===== src/rtl/exe_unit_w6_driver_pkg.sv =====
// Shared definitions for the exe_unit_w6 command driver: op codes, status bit
// positions, FSM state encoding and a saturating counter helper.
package exe_w6_pkg;

  localparam logic [1:0] OP_SUB    = 2'b00;
  localparam logic [1:0] OP_CMP    = 2'b01;
  localparam logic [1:0] OP_SHIFT  = 2'b10;
  localparam logic [1:0] OP_BITCHG = 2'b11;

  localparam int ST_ERR    = 0;
  localparam int ST_EVEN   = 1;
  localparam int ST_SINGLE = 2;
  localparam int ST_OVF    = 3;

  typedef enum logic [1:0] {
    S_IDLE = 2'd0,
    S_WAIT = 2'd1,
    S_HOLD = 2'd2
  } drv_state_t;

  function automatic logic [7:0] sat_inc8(input logic [7:0] v, input logic en);
    return (en && (v != 8'hFF)) ? v + 8'd1 : v;
  endfunction

endpackage


===== src/rtl/exe_unit_w6_driver_if.sv =====
// Command, execution-unit and result signals of the exe_unit_w6 driver.
// master = the driver itself, slave = its surroundings (sequencer, exe unit, consumer).
interface exe_unit_w6_driver_if #(parameter int BITS = 8);
  logic            i_cmd_valid;
  logic            o_cmd_ready;
  logic [BITS-1:0] i_cmd_a;
  logic [BITS-1:0] i_cmd_b;
  logic [1:0]      i_cmd_op;

  logic [BITS-1:0] o_exe_a;
  logic [BITS-1:0] o_exe_b;
  logic [1:0]      o_exe_op;
  logic [BITS-1:0] i_exe_out;
  logic [3:0]      i_exe_status;

  logic            o_res_valid;
  logic            i_res_ready;
  logic [BITS-1:0] o_res_out;
  logic [3:0]      o_res_status;
  logic [1:0]      o_res_op;

  modport master (
    input  i_cmd_valid, i_cmd_a, i_cmd_b, i_cmd_op, i_exe_out, i_exe_status, i_res_ready,
    output o_cmd_ready, o_exe_a, o_exe_b, o_exe_op, o_res_valid, o_res_out, o_res_status, o_res_op
  );

  modport slave (
    output i_cmd_valid, i_cmd_a, i_cmd_b, i_cmd_op, i_exe_out, i_exe_status, i_res_ready,
    input  o_cmd_ready, o_exe_a, o_exe_b, o_exe_op, o_res_valid, o_res_out, o_res_status, o_res_op
  );
endinterface


===== src/rtl/exe_unit_w6_driver.sv =====
// Single-command initiator for exe_unit_w6: issue operands, wait LAT, capture result.
// Optional ERR/OVF flag counters enabled by defining EXE_DRV_STATS_EN.
//
// state  | meaning
// S_IDLE | cmd_ready high, waiting for a command handshake
// S_WAIT | operands driven to the exe unit, lat_cnt counting down
// S_HOLD | result presented, waiting for the consumer to accept
module exe_unit_w6_driver
  import exe_w6_pkg::*;
#(
  parameter int BITS = 8,
  parameter int LAT  = 1
) (
  input  logic                 i_clk,
  input  logic                 i_rst,
  exe_unit_w6_driver_if.master bus,
  output logic [7:0]           o_err_cnt,
  output logic [7:0]           o_ovf_cnt
);

  if ((LAT < 1) || (LAT > 15)) begin : g_lat_chk
    $error("exe_unit_w6_driver: LAT must be in 1..15");
  end

  drv_state_t      state;
  logic [3:0]      lat_cnt;
  logic            cmd_ready;
  logic [BITS-1:0] exe_a, exe_b;
  logic [1:0]      exe_op;
  logic            res_valid;
  logic [BITS-1:0] res_out;
  logic [3:0]      res_status;
  logic [1:0]      res_op;
  logic            capture;

  assign capture = (state == S_WAIT) && (lat_cnt == 4'd0);

  // cmd_ready resets low and rises on the first edge after reset release
  always_ff @(posedge i_clk or negedge i_rst) begin
    if (!i_rst) begin
      state      <= S_IDLE;
      lat_cnt    <= 4'd0;
      cmd_ready  <= 1'b0;
      exe_a      <= '0;
      exe_b      <= '0;
      exe_op     <= 2'b00;
      res_valid  <= 1'b0;
      res_out    <= '0;
      res_status <= 4'd0;
      res_op     <= 2'b00;
    end else begin
      case (state)
        S_IDLE: begin
          if (cmd_ready && bus.i_cmd_valid) begin
            exe_a     <= bus.i_cmd_a;
            exe_b     <= bus.i_cmd_b;
            exe_op    <= bus.i_cmd_op;
            lat_cnt   <= 4'(LAT);
            cmd_ready <= 1'b0;
            state     <= S_WAIT;
          end else begin
            cmd_ready <= 1'b1;
          end
        end
        S_WAIT: begin
          if (lat_cnt == 4'd0) begin
            res_out    <= bus.i_exe_out;
            res_status <= bus.i_exe_status;
            res_op     <= exe_op;
            res_valid  <= 1'b1;
            state      <= S_HOLD;
          end else begin
            lat_cnt <= lat_cnt - 4'd1;
          end
        end
        S_HOLD: begin
          if (bus.i_res_ready) begin
            res_valid <= 1'b0;
            cmd_ready <= 1'b1;
            state     <= S_IDLE;
          end
        end
        default: begin
          state     <= S_IDLE;
          cmd_ready <= 1'b0;
          res_valid <= 1'b0;
        end
      endcase
    end
  end

  assign bus.o_cmd_ready  = cmd_ready;
  assign bus.o_exe_a      = exe_a;
  assign bus.o_exe_b      = exe_b;
  assign bus.o_exe_op     = exe_op;
  assign bus.o_res_valid  = res_valid;
  assign bus.o_res_out    = res_out;
  assign bus.o_res_status = res_status;
  assign bus.o_res_op     = res_op;

`ifdef EXE_DRV_STATS_EN
  logic [7:0] err_cnt, ovf_cnt;

  always_ff @(posedge i_clk or negedge i_rst) begin
    if (!i_rst) begin
      err_cnt <= 8'd0;
      ovf_cnt <= 8'd0;
    end else if (capture) begin
      err_cnt <= sat_inc8(err_cnt, bus.i_exe_status[ST_ERR]);
      ovf_cnt <= sat_inc8(ovf_cnt, bus.i_exe_status[ST_OVF]);
    end
  end

  assign o_err_cnt = err_cnt;
  assign o_ovf_cnt = ovf_cnt;
`else
  logic unused_capture;
  assign unused_capture = capture;
  assign o_err_cnt      = 8'd0;
  assign o_ovf_cnt      = 8'd0;
`endif

endmodule


===== src/flat_wrapper.sv =====
// flat-port wrapper written by rule: the top's interface ports become plain ports
module exe_unit_w6_driver_flat import exe_w6_pkg::*;
#(
  parameter int BITS = 8,
  parameter int LAT  = 1
)
  (i_clk, i_rst, o_err_cnt, o_ovf_cnt, bus_i_cmd_valid, bus_i_cmd_a, bus_i_cmd_b, bus_i_cmd_op, bus_i_exe_out, bus_i_exe_status, bus_i_res_ready, bus_o_cmd_ready, bus_o_exe_a, bus_o_exe_b, bus_o_exe_op, bus_o_res_valid, bus_o_res_out, bus_o_res_status, bus_o_res_op);
  exe_unit_w6_driver_if #(.BITS(BITS)) bus_i ();
  input  logic i_clk;
  input  logic i_rst;
  output logic [7:0] o_err_cnt;
  output logic [7:0] o_ovf_cnt;
  input wire logic [$bits(bus_i.i_cmd_valid)-1:0] bus_i_cmd_valid;
  input wire logic [$bits(bus_i.i_cmd_a)-1:0] bus_i_cmd_a;
  input wire logic [$bits(bus_i.i_cmd_b)-1:0] bus_i_cmd_b;
  input wire logic [$bits(bus_i.i_cmd_op)-1:0] bus_i_cmd_op;
  input wire logic [$bits(bus_i.i_exe_out)-1:0] bus_i_exe_out;
  input wire logic [$bits(bus_i.i_exe_status)-1:0] bus_i_exe_status;
  input wire logic [$bits(bus_i.i_res_ready)-1:0] bus_i_res_ready;
  output wire logic [$bits(bus_i.o_cmd_ready)-1:0] bus_o_cmd_ready;
  output wire logic [$bits(bus_i.o_exe_a)-1:0] bus_o_exe_a;
  output wire logic [$bits(bus_i.o_exe_b)-1:0] bus_o_exe_b;
  output wire logic [$bits(bus_i.o_exe_op)-1:0] bus_o_exe_op;
  output wire logic [$bits(bus_i.o_res_valid)-1:0] bus_o_res_valid;
  output wire logic [$bits(bus_i.o_res_out)-1:0] bus_o_res_out;
  output wire logic [$bits(bus_i.o_res_status)-1:0] bus_o_res_status;
  output wire logic [$bits(bus_i.o_res_op)-1:0] bus_o_res_op;
  assign bus_i.i_cmd_valid = bus_i_cmd_valid;
  assign bus_i.i_cmd_a = bus_i_cmd_a;
  assign bus_i.i_cmd_b = bus_i_cmd_b;
  assign bus_i.i_cmd_op = bus_i_cmd_op;
  assign bus_i.i_exe_out = bus_i_exe_out;
  assign bus_i.i_exe_status = bus_i_exe_status;
  assign bus_i.i_res_ready = bus_i_res_ready;
  assign bus_o_cmd_ready = bus_i.o_cmd_ready;
  assign bus_o_exe_a = bus_i.o_exe_a;
  assign bus_o_exe_b = bus_i.o_exe_b;
  assign bus_o_exe_op = bus_i.o_exe_op;
  assign bus_o_res_valid = bus_i.o_res_valid;
  assign bus_o_res_out = bus_i.o_res_out;
  assign bus_o_res_status = bus_i.o_res_status;
  assign bus_o_res_op = bus_i.o_res_op;
  exe_unit_w6_driver #(.BITS(BITS), .LAT(LAT)) u_core (.i_clk(i_clk), .i_rst(i_rst), .bus(bus_i), .o_err_cnt(o_err_cnt), .o_ovf_cnt(o_ovf_cnt));
endmodule

===== config.mk =====
export PLATFORM = sky130hd
export DESIGN_NAME = exe_unit_w6_driver_flat
export DESIGN_NICKNAME = d
export VERILOG_FILES = /design/src/rtl/exe_unit_w6_driver_pkg.sv /design/src/rtl/exe_unit_w6_driver_if.sv /design/src/rtl/exe_unit_w6_driver.sv /design/src/flat_wrapper.sv
export SDC_FILE = /design/constraint.sdc
export NUM_CORES = 1
export LEC_CHECK = 0
export CAP_MARGIN = 20
export CORE_MARGIN = 2
export CORE_UTILIZATION = 45
export CTS_BUF_LIST = sky130_fd_sc_hd__clkbuf_8
export DETAILED_ROUTE_END_ITERATION = 16
export GPL_ROUTABILITY_DRIVEN = 0
export PLACE_DENSITY = 0.95
export SLEW_MARGIN = 20
export SYNTH_ARGS = -nofsm -noshare
export SYNTH_HDL_FRONTEND = slang
export SYNTH_SLANG_ARGS = --single-unit

===== constraint.sdc =====
create_clock -name i_clk -period 3.2 [get_ports i_clk]
set_clock_uncertainty 0.05 [all_clocks]
set_input_delay 0.48 -clock i_clk [delete_from_list [all_inputs] [get_ports i_clk]]
set_output_delay 0.48 -clock i_clk [all_outputs]
set_load 0.01 [all_outputs]

* Word-level counts from Yosys, hierarchy flattened
Cells that the tools add are included.
** Word-level totals
- Input bits :: 34
- Flip-flop bits (word level) :: 40
- Logic and storage cells :: 42
** Operators by class
- Muxes and demuxes :: 13
- Reductions and logical operators :: 10
- Bitwise gates (word level) :: 2
- Equality and inequality tests :: 6
- $add $sub $neg :: 1
** Operator list (number)
- $reduce_and 3->1 :: 3
- $mux 4 :: 2
- $pmux 4 s2 :: 1
- $mux 2 :: 3
- $ne 2x2->1 const B :: 3
- $pmux 1 s3 :: 2
- $pmux 2 s3 :: 1
- $reduce_and 2->1 :: 3
- $logic_not 4->1 :: 1
- $mux 1 :: 4
- $sub 4x1->4 const B :: 1
- $eq 2x1->1 const B :: 1
- $eq 2x2->1 const B :: 1
- $logic_not 2->1 :: 1
- $ne 2x1->1 const B :: 1
- $not 1->1 :: 2
- $reduce_bool 2->1 :: 1
- $logic_and 1x1->1 :: 1

* Depth between registers and ports, before layout
Gate-level depths: netlist of run 1.
- Depth after elaboration :: 3
- Depth in mapped cells :: 6

* Worst setup path before layout of run 1
OpenSTA, ideal clock, no wires.
- Path kind :: reg-to-reg
- Start point :: register u_core.lat_cnt[0]
- End point :: register u_core.res_op[0] (netlist: u_core.bus.o_res_op[0])
- Stages on the path, launching flop included :: 7
- Data arrival time :: 1543 ps
- Slack :: 1482 ps
- Required time :: 3025 ps
- Cell sequence :: dfrtp_1 inv_1 ha_1 nor3b_4 nand3_4 buf_6 mux2_4
** Between the ends
- Longest elaborated chain between the ends :: 2
** RTL lines
- start: declaration :: RTL line exe_unit_w6_driver.sv:26 : logic [3:0] lat_cnt;
- start signal: assignment :: RTL line exe_unit_w6_driver.sv:58 : lat_cnt <= 4'(LAT);
- start signal: assignment :: RTL line exe_unit_w6_driver.sv:73 : lat_cnt <= lat_cnt - 4'd1;
- $logic_not 4->1
- $reduce_and 2->1 (no source line)
- end signal: assignment :: RTL line exe_unit_w6_driver.sv:69 : res_op <= exe_op;
- end: declaration :: RTL line exe_unit_w6_driver.sv:33 : logic [1:0] res_op;
No other way between the ends.
A chain may end at the register's enable or synchronous reset.

* Final worst setup path of run 1
- Start point :: register u_core.lat_cnt[0]
- End point :: register u_core.res_out[6] (netlist: u_core.bus.o_res_out[6])
** Between the ends
- Longest elaborated chain between the ends :: 2
** RTL lines
- $logic_not 4->1
- $reduce_and 2->1 (no source line)
- end signal: assignment :: RTL line exe_unit_w6_driver.sv:67 : res_out <= bus.i_exe_out;
- end: declaration :: RTL line exe_unit_w6_driver.sv:31 : logic [BITS-1:0] res_out;
No other way between the ends.

==> metrics.txt, run 1 <==
fraction of layout cells with a size suffix above 1=a little over a fifth; syn_area_per_cell=between 10 and 15 sq um; Clock power frac=between 10% and 20%; drt wl/cell=~13 microns; Pins Over Slew Limit=0; clk slew on worst S/H paths=roughly 70 ps; run status=finished, final reports clean; worst skew pair latency=290 ps; core outline area=between 3000 and 4000 sq um; dpl hpwl=about 2400 microns; Top FF cell, synth=dfrtp_1; reg2reg setup slack=about 1300 ps; Starting Density=between 40 and 50%; cells after synthesis=about 130; Die Wd=approximately 67 microns; DIE AREA=approximately 4500 sq um; Required @ worst endpoint=3330 ps; Yosys warning count=0; Placement Rows=22; Pint=1680 uW; Pwr Density=around 1000 nW/um^2; antenna violations before repair=0; Switching Share=31.4%; # port buffers=67; flops & latches, synth=40; total grt overflow=0; ant diodes=0; via count of the routed design=between 1000 and 1500; routed wire length=roughly 3300 microns; Hold Buf Count CTS=0; P_sw=approximately 770 uW; CTS resizes=0; Async S/R FF share, synth=100%; max-cap viol count=0; die height=67.0 microns; Layout Nets=between 200 and 250; CTS tree=done; DRT Pass-1 Iters=4; CP Capture Point=u_core.bus.o_res_out[6]; sequential fraction of the synthesis area=about 56%; routed vias/inst=4.77; fin area=2510 sq um; CP Capture Type=flop; Post-synth EDFFs=0; GRT Overall Usage=around 16%; Slew @ Worst Pin=around 840 ps; Final Hold Vio Count=0; utilization after layout=between 60 and 70%; post-place setup slack=1040 ps; mapped cell area=1790 sq um; Post-CTS Setup Repair Bufs=0; Final Critical Period=between 1500 and 2000 ps; WP data arrival=around 2100 ps; H-tree depth=2; R2R depth=5; Comb power frac=47.9%; Root Buffer=clkbuf_8; vias in the first global route=1177; clk buf depth=2; # DRC=0; Leak=0.00110 uW; CP Class=flop to flop; startpoint type of the worst setup path=flop; Worst VDD drop=between 0.4 and 0.5 mV; Sum Neg Setup Slack=0 ps; first-pass GRT wire length=around 5300 microns; pin count of the biggest net entering global routing=between 40 and 50; worst r2r dst=u_core.bus.o_res_out[6]; antenna-violating nets left=0; Final WS setup=~1300 ps; Final setup viols=0; CP Launch Point=u_core.lat_cnt[0]; Iter 0 DRT Violations=60; highest clock rate=0.518 GHz; Yosys cell types=26; clk sinks=40; Worst Hold Class=input pin to async pin; Seq pwr share=38.5%; worst flop-to-flop path startpoint=u_core.lat_cnt[0]; Max transition margin=between 40 and 50%; Area Overhead vs Synth=40.4%; # IOs=84; Worst Path Max Fanout=16; Final period util=between 60% and 70%; DP Area=around 2400 sq um; cts bufs inserted=5; RSZ-0062 raised after global routing=no
[cells in the final DEF, fill, tap and decap left out]
| cell | n |
|---|---|
| nand3_1 | 4 |
| dfrtp_1 | 40 |
| o21ai_0 | 4 |
| o31ai_1 | 1 |
| nand3b_1 | 2 |
| buf_2 | 1 |
| nand3_4 | 1 |
| mux2_2 | 25 |
| conb_1 | 16 |
| o311a_1 | 1 |
| nor2_1 | 1 |
| clkdlybuf4s50_1 | 66 |
| inv_1 | 7 |
| clkbuf_8 | 6 |
| ha_1 | 2 |
| and4bb_2 | 1 |
| mux2_4 | 8 |
| a21oi_1 | 3 |
| or4_1 | 1 |
| nand2b_1 | 1 |
| nand2_1 | 2 |
| nor3_1 | 1 |
| nor2b_1 | 1 |
| nor3b_4 | 1 |
| a211oi_1 | 2 |
[Yosys cell counts (2+ instances only)]
cell,number,area (sq um)
o21ai_0,4,20.0
inv_1,5,18.8
dfrtp_1,40,1000
buf_4,16,120
buf_2,3,15.0
a21oi_1,3,15.0
nand2_1,2,7.51
nand3b_1,2,15.0
mux2_4,8,120
mux2_2,25,282
a211oi_1,2,15.0
ha_1,2,25.0
nand3_1,4,20.0
[power groups by stage]
stage	Combinational, uW	Sequential (uW)	Clock (uW)
final	1180	945	334
after global routing	1270	985	359
after CTS	1200	949	341
after detailed placement	1190	952	0
after global placement	1160	944	0
after floorplan	562	1020	0
[per-stage QoR]
step | std cells | total power (uW) | hold slack, ps
finish | 246 | 2460 | 237
global route | 246 | 2610 | 321
CTS | 246 | 2490 | 267
detailed placement | 238 | 2140 | 443
global placement | 238 | 2100 | 438
floorplan | 144 | 1580 | 134
[cell type report]
class,instances,area [sq um]
flip-flops and latches,40,1000
fillers,294,1230
repair buffers,67,666
clock inverters,2,7.51
well taps,48,60.1
multi-input cells,78,674
inverters,5,18.8
clock buffers,6,82.6
[registers in the layout (all words and copies together), names as in the netlist]
signal,count
u_core.bus.o_cmd_ready,1
u_core.bus.o_res_op,2
u_core.bus.o_res_valid,1
u_core.bus.o_exe_op,2
u_core.bus.o_res_status,4
u_core.lat_cnt,4
u_core.bus.o_exe_b,8
u_core.bus.o_exe_a,8
u_core.bus.o_res_out,8
u_core.state,2
[worst min path at each step]
stage	startpoint	endpoint	slack (ps)	depth (start not counted)
after global routing	i_rst	u_core.bus.o_res_out[3]	320	1
after CTS	i_rst	u_core.bus.o_res_op[0]	270	1
after floorplan	i_rst	u_core.bus.o_cmd_ready	130	0
after global placement	u_core.bus.o_res_op[1]	u_core.bus.o_res_op[1]	440	1
final	i_rst	u_core.bus.o_res_op[0]	240	1
after detailed placement	u_core.bus.o_res_status[0]	u_core.bus.o_res_status[0]	440	1
[critical path, stage by stage, from the launching register on]
cell and delay, ps:
dfrtp_1 400, inv_1 120, ha_1 190, nor3b_4 370
nand3_4 300, mux2_4 390
[per-layer routing]
| metal | vias to the layer above | GRT usage, % | part of all wire [%] | routed length, microns |
|---|---|---|---|---|
| met4 | 0 | 8.42 | 2.1 | 68 |
| met5 | - | 0 | 0 | 0 |
| met1 | 563 | 19.7 | 41 | 1370 |
| met3 | 8 | 6.08 | 9.9 | 327 |
| li1 | 545 | - | - | - |
| met2 | 57 | 25.1 | 47 | 1550 |
[cell families (layout without fill, tap and decap cells)]
| group | Yosys count | count (layout) | synth area share, % |
|---|---|---|---|
| buffers and inverters | 26 | 80 | 9.45 |
| other | 1 | 16 | 0.210 |
| adder cells (fa/ha/maj) | 2 | 2 | 1.40 |
| AO/OA/AOI/OAI | 11 | 11 | 3.78 |
| multiplexers | 33 | 33 | 22.5 |
| flip-flops | 40 | 40 | 56.0 |
| AND/OR/NAND/NOR | 16 | 16 | 6.72 |
Power figures use the tool's default switching activity.
==> inputs of run 2 (changes only) <==
Settings changed: CORE_UTILIZATION 45 to 42, PLACE_DENSITY 0.95 to 0.92.
Clock period 3.2 ns to 1.9 ns, I/O delays scaled along.
==> run 2 against run 1 <==
Non-clock buffer count increased by 4. Sequential share of layout area decreased by 0.93 points. Critical path depth increased by 1. Critical path type unchanged. Critical endpoint unchanged. Highest routed layer unchanged.
==> metrics.txt, run 2 (synthesized netlist as in run 1, its figures left out) <==
crit-path leading delay family=simple AND/OR/NAND/NOR gates; commonest non-fill, non-tap cells in the layout=66 x clkdlybuf4s50_1, 40 x dfrtp_1, 25 x mux2_2, 16 x conb_1, 8 x mux2_4; Pins Over Slew Limit=0; worst flop-to-flop path startpoint=u_core.lat_cnt[0]; vias in the first global route=approximately 1200; worst r2r dst=u_core.bus.o_res_out[6]; Iter 0 DRT Violations=47; Final Hold Vio Count=0; highest clock rate=between 0.5 and 0.6 GHz; # IOs=84; reg2reg setup slack=~57 ps; commonest non-fill, non-tap cell in the layout=clkdlybuf4s50_1; Area Overhead vs Synth=43.7%; DRT Pass-1 Iters=6; die height=between 60 and 70 microns; DP Area=~2500 sq um; clk slew on worst S/H paths=~70 ps; WP data arrival=between 1500 and 2000 ps; # port buffers=between 60 and 70; clk sinks=40; Root Buffer=clkbuf_8; worst skew pair latency=~280 ps; Final Critical Period=approximately 1800 ps; CP Class=flop to flop; RSZ-0062 raised after global routing=no; Worst VDD drop=about 0.77 mV; Placement Rows=23; Final period util=about 97%; Final WS setup=57.4 ps; CTS tree=done; Pwr Total=4230 uW; ant diodes=0; CTS resizes=0; Sum Neg Setup Slack=0 ps; routed wire length=approximately 3400 microns; drt wl/cell=~14 microns; Required @ worst endpoint=between 2000 and 2500 ps; slowest cell delay on critical path=around 400 ps; CP max stage cell=dfrtp_1; utilization after layout=a little under two thirds; Max transition margin=between 60% and 70%; Worst Path Buf+Inv=2; Slew @ Worst Pin=approximately 500 ps; via count of the routed design=roughly 1200; Leak=between 0.001 and 0.0015 uW; first-pass GRT wire length=5640 microns; R2R depth=6; pin count of the biggest net entering global routing=just over 40; Die Wd=approximately 69 microns; Layout Nets=~240; Final setup viols=0; Worst Hold Class=input pin to async pin; antenna-violating nets left=0; run status=finished, final reports clean; Worst Path Max Fanout=16; DIE AREA=approximately 4800 sq um; H-tree depth=2; max-cap viol count=0; Pwr Density=around 1600 nW/um^2; cts bufs inserted=5; fraction of layout cells with a size suffix above 1=about 24%; CP Capture Type=flop; fin area=between 2000 and 3000 sq um; antenna violations before repair=0; core outline area=4060 sq um; Starting Density=between 40 and 50%; clk buf depth=2; startpoint type of the worst setup path=flop; dpl hpwl=between 2000 and 3000 microns; # DRC=0; Levels on crit path=6; post-place setup slack=about 2 ps; crit path cell chain=inv_1 > ha_1 > nor3b_4 > nand3_4 > buf_12 > mux2_4; GRT Overall Usage=between 10% and 20%; fill count=approximately 320; routed vias/inst=roughly 4.8; total grt overflow=0
run 2: cell count changes in the layout (fill, tap and decap cells not counted), sizes merged:
cell,before,now
buf,1,5
clkinv,0,2
inv,7,5
run 2: power by group:
part | switching, uW | total, uW | internal, uW
combinational | 776 | 2100 | 1320
clock | 272 | 562 | 290
sequential | 277 | 1570 | 1290
total | 1330 | 4230 | 2900
run 2: how the worst max path moves through the flow:
stage	startpoint	to
2_1_floorplan	u_core.lat_cnt[0]	u_core.bus.o_res_op[0]
3_3_place_gp	u_core.lat_cnt[0]	u_core.bus.o_res_out[3]
3_5_place_dp	u_core.lat_cnt[0]	u_core.bus.o_res_out[6]
4_1_cts	u_core.lat_cnt[0]	u_core.bus.o_res_out[6]
5_1_grt	u_core.lat_cnt[0]	u_core.bus.o_res_out[5]
6_report	u_core.lat_cnt[0]	u_core.bus.o_res_out[6]
run 2: cell type report:
type | instances | area (sq um) | area share, %
flip-flops and latches | 40 | 1000 | 38.9
inverters | 5 | 18.8 | 0.730
clock inverters | 2 | 10.0 | 0.389
well taps | 50 | 62.6 | 2.43
clock buffers | 6 | 82.6 | 3.21
multi-input cells | 78 | 674 | 26.2
repair buffers | 71 | 721 | 28.0
run 2: worst register-to-register path, cell delays in order (launching register included):
cell     delay [ps]
dfrtp_1         400
inv_1           130
ha_1            190
nor3b_4         370
nand3_4         120
buf_12          180
mux2_4          300
run 2: what timing repair did:
item | 4_1_cts | 5_1_grt
setup endpoints to repair | 1 | 0
hold buffers | 0 | 0
setup buffers | 1 | 0
run 2: metal layers:
layer  global-route usage, %  vias to the layer above  share of wire (%)
met4                    4.14                        0                1.1
li1                        -                      555                  -
met2                    23.3                       67                 49
met5                       0                        -                  0
met1                    18.5                      594                 40
met3                    5.96                        4                9.5
run 2: through the flow:
step           cells  hold slack (ps)
6_report         252             1.22
5_1_grt          252             42.1
4_1_cts          252             19.0
3_5_place_dp     243              329
3_3_place_gp     243              323
2_1_floorplan    144            -60.6
==> inputs of run 3 (changes only) <==
Settings changed: CORE_ASPECT_RATIO set to 1.1.
==> run 3 against run 2 <==
The run now ends with hold timing left. Sequential power barely moved. Utilization rose by 0.28 points. Hold slack got worse by 7.4 ps. Sequential share of layout area rose by 0.15 points. Global-route usage rose by 0.82 points. Largest power group unchanged. Highest routed layer unchanged.
==> metrics.txt, run 3 (synthesized netlist as in run 1, its figures left out) <==
R2R depth=5; CP Class=flop to flop; pin count of the biggest net entering global routing=41; # DRC=0; Leak=0.00112 uW; worst r2r dst=u_core.bus.o_res_out[4]; clk slew on worst S/H paths=70 ps; Worst Hold Class=input pin to async pin; CTS resizes=0; max-cap viol count=0; Worst VDD drop=0.969 mV; worst flop-to-flop path startpoint=u_core.lat_cnt[0]; Required @ worst endpoint=just over 2000 ps; CP Launch Point=u_core.lat_cnt[0]; Placement Rows=24; Pins Over Slew Limit=0; GRT Overall Usage=~15%; Area Overhead vs Synth=43.2%; utilization after layout=between 60% and 70%; vias in the first global route=about 1200; via count of the routed design=around 1200; core outline area=approximately 4000 sq um; # port buffers=between 60 and 70; failing checks=hold timing; dpl hpwl=~2500 microns; WP data arrival=1900 ps; routed vias/inst=4.70; Die Wd=66.2 microns; CP max stage cell=dfrtp_1; worst skew pair latency=roughly 280 ps; antenna-violating nets left=0; GR peak layer=met2; fraction of layout cells with a size suffix above 1=24.3%; DIE AREA=between 4000 and 5000 sq um; startpoint type of the worst setup path=flop; H-tree depth=2; CP Capture Point=u_core.bus.o_res_out[4]; Final Hold Vio Count=18; total grt overflow=0; highest clock rate=0.563 GHz; Iter 0 DRT Violations=52; DRT Pass-1 Iters=4; GR Util met3=7.60%; Final setup viols=0; clk sinks=40; GR Layer Usage met1=19.0%; Worst Path Buf+Inv=1; Worst Path Max Fanout=16; slowest cell delay on critical path=around 400 ps; Levels on crit path=5; Final Critical Period=about 1800 ps; CTS tree=done; RSZ-0062 raised after global routing=no; reg2reg setup slack=about 120 ps; commonest non-fill, non-tap cells in the layout=66 x clkdlybuf4s50_1, 40 x dfrtp_1, 25 x mux2_2, 16 x conb_1, 8 x mux2_4; Final period util=about 93%; Root Buffer=clkbuf_8; drt wl/cell=13.4 microns; crit path cell chain=inv_1 > ha_1 > nor3b_4 > nand3_4 > mux2_4; die height=72.4 microns; met2 Resource Use GR=between 20% and 30%; ant diodes=0; antenna violations before repair=0; cts bufs inserted=5; crit-path leading delay family=simple AND/OR/NAND/NOR gates; clk buf depth=2; run status=finished, violations left; CP Capture Type=flop; worst hold slack=-6.20 ps; commonest non-fill, non-tap cell in the layout=clkdlybuf4s50_1; first-pass GRT wire length=5610 microns; Starting Density=around 44%; routed wire length=approximately 3400 microns; Pwr Density=between 1500 and 2000 nW/um^2; # IOs=84; Layout Nets=roughly 240
==> run 3: cell counts in the layout (fill, tap and decap cells not counted) <==
Identical to the previous run, type by type.
==> run 3: per-layer routing <==
| layer | wire length [microns] | up-vias | part of all wire [%] |
|---|---|---|---|
| met5 | 0 | - | 0 |
| met4 | 22 | 0 | 0.64 |
| met3 | 372 | 2 | 11 |
| met2 | 1620 | 65 | 47 |
| met1 | 1400 | 571 | 41 |
| li1 | - | 557 | - |
==> run 3: repair_timing <==
item | in CTS | in global routing
buffers inserted | 1 | 0
endpoints found under the setup margin | 10 | 0
hold endpoints to repair | 0 | 0
hold buffers | 0 | 0
==> run 3: how the worst min path moves through the flow <==
stage | slack [ps] | start | cells after the start | end
final | -6 | i_rst | 2 | u_core.state[0]
after global routing | 30 | i_rst | 2 | u_core.bus.o_res_op[0]
after CTS | 5 | i_rst | 2 | u_core.bus.o_res_op[1]
after detailed placement | 320 | i_rst | 2 | u_core.state[0]
after global placement | 320 | i_rst | 2 | u_core.bus.o_cmd_ready
after floorplan | -60 | i_rst | 0 | u_core.bus.o_cmd_ready
==> run 3: through the flow <==
step	cells	cell area [sq um]	setup WS (ps)	power, uW	setup TNS, ps
after global routing	254	2560	42.6	4510	0
after global placement	245	2460	101	3590	0
after CTS	254	2560	117	4270	0
after detailed placement	245	2460	-10.7	3670	-19.5
after floorplan	144	1840	182	2660	0
final	254	2560	124	4210	0
==> run 3: worst reg2reg max path: stages (launching register included) <==
cell and delay, ps:
dfrtp_1 400, inv_1 130, ha_1 190, nor3b_4 250, nand3_4 260, mux2_4 380
==> run 3: final cells by class <==
class                           instances  area (sq um)
Fill cell                             321          1460
Sequential cell                        40          1000
Timing Repair Buffer                   71           708
Multi-Input combinational cell         78           674
Clock buffer                            6          82.6
Tap cell                               52          65.1
Inverter                                5          18.8
Clock inverter                          2          10.0
==> run 3: report_power, final <==
part           leakage, uW  internal (uW)  switching, uW
Combinational     0.000600           1310            770
Clock            0.0000510            290            280
Sequential        0.000474           1290            273
Total              0.00112           2890           1320
